**config.mk**
```make
export PLATFORM = sky130hd
export DESIGN_NAME = cpu_sequencer
export DESIGN_NICKNAME = d
export VERILOG_FILES = /design/src/rtl/cpu_sequencer.sv
export SDC_FILE = /design/constraint.sdc
export NUM_CORES = 1
export LEC_CHECK = 0
export CORE_MARGIN = 8
export CORE_UTILIZATION = 37
export DETAILED_ROUTE_END_ITERATION = 8
export DONT_BUFFER_PORTS = 1
export HOLD_SLACK_MARGIN = 0.06
export PLACE_DENSITY = 0.63
export SLEW_MARGIN = 20
export SYNTH_ARGS = -nofsm -noshare
export SYNTH_HDL_FRONTEND = slang
export SYNTH_SLANG_ARGS = --single-unit
```
**constraint.sdc**
```tcl
create_clock -name clk -period 1.57 [get_ports clk]
set_input_delay 0.314 -clock clk [delete_from_list [all_inputs] [get_ports clk]]
set_output_delay 0.314 -clock clk [all_outputs]
set_load 0.01 [all_outputs]
```
**src/rtl/cpu_sequencer.sv**
```systemverilog
// Multi-cycle control sequencer: FETCH/DECODE/EXEC/WB instruction
// flow plus HALT and external-loader memory GRANT handshake.
module cpu_sequencer (
  input  logic       clk,
  input  logic       rst,
  input  logic       run,
  input  logic       step,
  input  logic       resume,
  input  logic [3:0] operation,
  input  logic       ac_zero,
  input  logic       ext_req,
  output logic       ext_gnt,
  output logic       pc_en,
  output logic       ir_en,
  output logic       alu_en,
  output logic       file_en,
  output logic       jump,
  output logic [1:0] ac_en,
  output logic       halted,
  output logic       busy,
  output logic [7:0] instr_cnt
);

  typedef enum logic [2:0] {
    S_IDLE,
    S_FETCH,
    S_DECODE,
    S_EXEC,
    S_WB,
    S_HALT,
    S_GRANT
  } state_t;

  state_t state, state_nx;
  logic [7:0] cnt_q;

  logic op_load, op_store, op_alu;
  logic op_jump, op_jz, op_halt;

  always_comb begin
    op_load  = 1'b0;
    op_store = 1'b0;
    op_alu   = 1'b0;
    op_jump  = 1'b0;
    op_jz    = 1'b0;
    op_halt  = 1'b0;
    unique case (1'b1)
      (operation == 4'b0001): op_load  = 1'b1;
      (operation == 4'b0010): op_store = 1'b1;
      (operation >= 4'b0011 &&
       operation <= 4'b1011): op_alu   = 1'b1;
      (operation == 4'b1100): op_jump  = 1'b1;
      (operation == 4'b1101): op_jz    = 1'b1;
      (operation == 4'b1111): op_halt  = 1'b1;
      default: ;
    endcase
  end

  always_ff @(posedge clk or negedge rst) begin
    if (!rst) begin
      state <= S_IDLE;
    end else begin
      state <= state_nx;
    end
  end

  // Retire count advances on the edge that leaves WB.
  always_ff @(posedge clk or negedge rst) begin
    if (!rst) begin
      cnt_q <= 8'h00;
    end else if (state == S_WB) begin
      cnt_q <= cnt_q + 8'd1;
    end
  end

  assign instr_cnt = cnt_q;

  always_comb begin
    state_nx = state;
    ext_gnt  = 1'b0;
    pc_en    = 1'b0;
    ir_en    = 1'b0;
    alu_en   = 1'b0;
    file_en  = 1'b0;
    jump     = 1'b0;
    ac_en    = 2'b00;
    halted   = 1'b0;
    busy     = 1'b0;
    unique case (state)
      S_IDLE: begin
        if (ext_req) begin
          state_nx = S_GRANT;
        end else if (run || step) begin
          state_nx = S_FETCH;
        end
      end
      S_FETCH: begin
        busy     = 1'b1;
        ir_en    = 1'b1;
        state_nx = S_DECODE;
      end
      S_DECODE: begin
        busy     = 1'b1;
        state_nx = op_halt ? S_HALT : S_EXEC;
      end
      S_EXEC: begin
        busy     = 1'b1;
        alu_en   = op_alu;
        file_en  = op_load | op_store;
        state_nx = S_WB;
      end
      S_WB: begin
        busy  = 1'b1;
        pc_en = 1'b1;
        jump  = op_jump | (op_jz & ac_zero);
        unique case (1'b1)
          op_load: ac_en = 2'b01;
          op_alu:  ac_en = 2'b10;
          default: ac_en = 2'b00;
        endcase
        // Loader waits for IDLE; step never chains past one instruction.
        if (ext_req) begin
          state_nx = S_IDLE;
        end else if (run) begin
          state_nx = S_FETCH;
        end else begin
          state_nx = S_IDLE;
        end
      end
      S_HALT: begin
        halted = 1'b1;
        if (resume) begin
          state_nx = S_IDLE;
        end else if (ext_req) begin
          state_nx = S_GRANT;
        end
      end
      S_GRANT: begin
        ext_gnt = 1'b1;
        if (!ext_req) begin
          state_nx = S_IDLE;
        end
      end
      default: begin
        state_nx = S_IDLE;
      end
    endcase
  end

endmodule

```
==> reports/metrics.cfg <==
[run_status]
run_status = finished with violations
violations = negative setup slack

[sta]
fmax_mhz = 559
drv_slew = 0
period_minus_slack_ns = 1.79
setup_viol_count_final = 5
grt_setup_unrepaired = yes
maxSlewHeadroom = 0.664
worst_slack_ns = -0.217
timing_hold_violations_final = 0
worst_clock_skew_ns = 0.00383
timing.final.crit_share = 1.14
worst_max_slew_pin_slew_ns = 0.503

[cts]
worst_skew_pair.late_latency_ns = 0.26
cts.path.max_buffers = 2
tritoncts_clock_tree = built
cts_max_level = 1
root_buffer_cell = clkbuf_4
clock_sinks = 11
cts_buffers = 3
clock_transition_at_the_register_clock_pins_on_the_worst_setup_and_hold_paths_after_cts_ns = 0.07

[logic_synthesis]
netlist.top_cell.by_area = dfrtp_1
synth_fp_nets = 90
ys_warn_count = 0
synth.area.top_cells = dfrtp_1 (38%), xnor2_1 (7.2%), nand2_1 (4.7%), nor3_4 (4.5%), nor2_1 (3.6%)
syn_inst = 78
synth_async_sr_flop_share = 1.00
synthesis.area_um2 = 726
dominantRegCellSynth = dfrtp_1
post_synth_num_cell_types = 34
yosysTopAreaCellShare = 0.379
syn_area_per_cell_um2 = 9.30
synth_enable_flop_cells = 0
sequential_cell_area_fraction_in_the_yosys_report = 0.379
synth_seq_cells = 11

[worst_setup_path]
cell_by_cell_listing_of_the_critical_path = or3b_4 > buf_6 > a2111oi_4
r2r.worst_path.cells = 6
path_depth = 3
path_class = reg -> out
worst_r2r_startpoint = state[1]
endpoint = jump
end_kind = primary output
worstPathBufferInverterCount = 1
cp_slowest_stage_delay_ns = 0.40
slowest_stage = or3b_4
worst-path-max-fanout = 3
r2r-end = instr_cnt[5]
arrival_ns = 1.47
critical_path_s_top_delay_family = simple AND/OR/NAND/NOR gates
crit_path_start_kind = register
cp.required_ns = 1.26
timing.reg2reg.setup_slack_ns = 0.01
critPathLaunch = state[1]

[route]
dr_total_vias = 624
drt_iter0_markers = 14
drc = 0
drt_first_pass_iters = 4
wire_per_inst_um = 15.1
avgViaCountPerCell = 5.38
ant_nets = 0
totalWireLength_um = 1750

[floorplan]
placement_rows = 16
dieArea_um2 = 3630
floorplan.core_area_um2 = 1900
start_util = 0.382
die_w_um = 60.3
fp.dieH_um = 60.3
ioPinCount = 29

[final_layout]
fin_nets = 102
stdcell_count = 116
multiInputGateArea_um2 = 483
fillers = 186
layout_commonest_cell = dfrtp_1
synthToLayoutAreaGrowth_pct = 30.9
layout-drive-gt1-share = 0.303
finalCoreUtilization = 0.499
area.sequential_um2 = 275
layout.cells.most_common_list = dfrtp_1 (11), nand2_1 (9), buf_4 (6)
insertedDiodeCount = 0

[global_route]
number_of_global_route_vias_before_repair = 613
global_route.usage.total = 0.102
grt_max_degree = 14
grt_pass1_wl_um = 2770
grt_antenna_before_repair = 0
grt_overflow_total = 0

[placed_design]
post-place-cells = 107
port-buffer-count = 0
dpl.hpwl_um = 1350
gp_routability_congestion = 0.759

[pwr]
finalPower_mw = 1.65
worst_ir_drop_vdd_uv = 753
power_leakage_nw = 0.420
power-per-cell-area_nw_per_um2 = 1740

[flow_run]
cap_viol_max_count = 0

[worst_hold_path]
hold_class = in -> reg

-- through the flow --
stage	TNS [ns]	setup WS (ns)	hold WS, ns	cell area [um^2]
after floorplan	0	0.0292	0.0184	743
after global placement	0	0.0990	0.0187	792
after detailed placement	0	0.0547	0.0187	792
after CTS	-0.842	-0.239	0.153	915
after global routing	-1.21	-0.297	0.144	950
final	-0.775	-0.217	0.158	950
-- logic make-up (layout without fill, tap and decap cells) --
logic type	count (synthesis)	after routing	synth area share
buf+inv	7	18	0.0586
xor+xnor	9	9	0.109
flops	11	11	0.379
fa+ha+maj	1	1	0.0172
simple gates	36	36	0.288
compound gates	14	14	0.148
-- where the power goes --
| group | switching (mW) | leakage (nW) | internal, mW |
|---|---|---|---|
| Combinational | 0.492 | 0.263 | 0.442 |
| Sequential | 0.146 | 0.142 | 0.385 |
| Clock | 0.0885 | 0.0150 | 0.0980 |
-- synth_stat cells (2+ instances only) --
cell      instances
nor4_1            2
nor3_1            2
nor2_1            7
nand4_1           4
dfrtp_1          11
xor2_1            3
inv_1             2
clkbuf_1          2
nor3_4            2
and3_1            2
nand2_1           9
a21oi_1           2
nor2b_1           2
o21ai_0           2
xnor2_1           6
buf_6             2
-- worst min-delay path by stage --
stage | start | end | cells past startpoint | slack, ns
after floorplan | rst | instr_cnt[0] | 0 | 0.02
after global placement | rst | instr_cnt[2] | 0 | 0.02
after detailed placement | rst | instr_cnt[0] | 0 | 0.02
after CTS | ext_req | state[0] | 1 | 0.15
after global routing | ext_req | state[0] | 1 | 0.14
final | ext_req | state[0] | 1 | 0.16
-- repair_timing --
| action | in CTS | in global routing |
|---|---|---|
| hold buffers | 1 | 0 |
| cloned | 0 | 0 |
| setup endpoints to repair | 5 | 10 |
| gates resized for setup | 13 | 8 |
| buffers inserted | 4 | 0 |
| endpoints found under the hold margin | 11 | 0 |
| pin swaps | 5 | 1 |
-- routing by layer --
metal,vias up,part of all wire,global-route usage,wire (um)
li1,304,-,-,-
met5,-,0,0,0
met1,299,0.36,0.0985,623
met4,0,0.022,0.0408,39
met3,4,0.054,0.0344,94
met2,17,0.57,0.191,993
-- final cells by class --
class / instances / share of cell area
repair buffers: 11 / 0.113
well taps: 27 / 0.0356
clock buffers: 4 / 0.0277
inverters: 3 / 0.0250
flip-flops and latches: 11 / 0.290
multi-input cells: 60 / 0.509
-- state kept, by name, indices dropped and copies added, names as in the netlist --
register and cells:
state 3, instr_cnt 8
(Power assumes the default switching activity.)
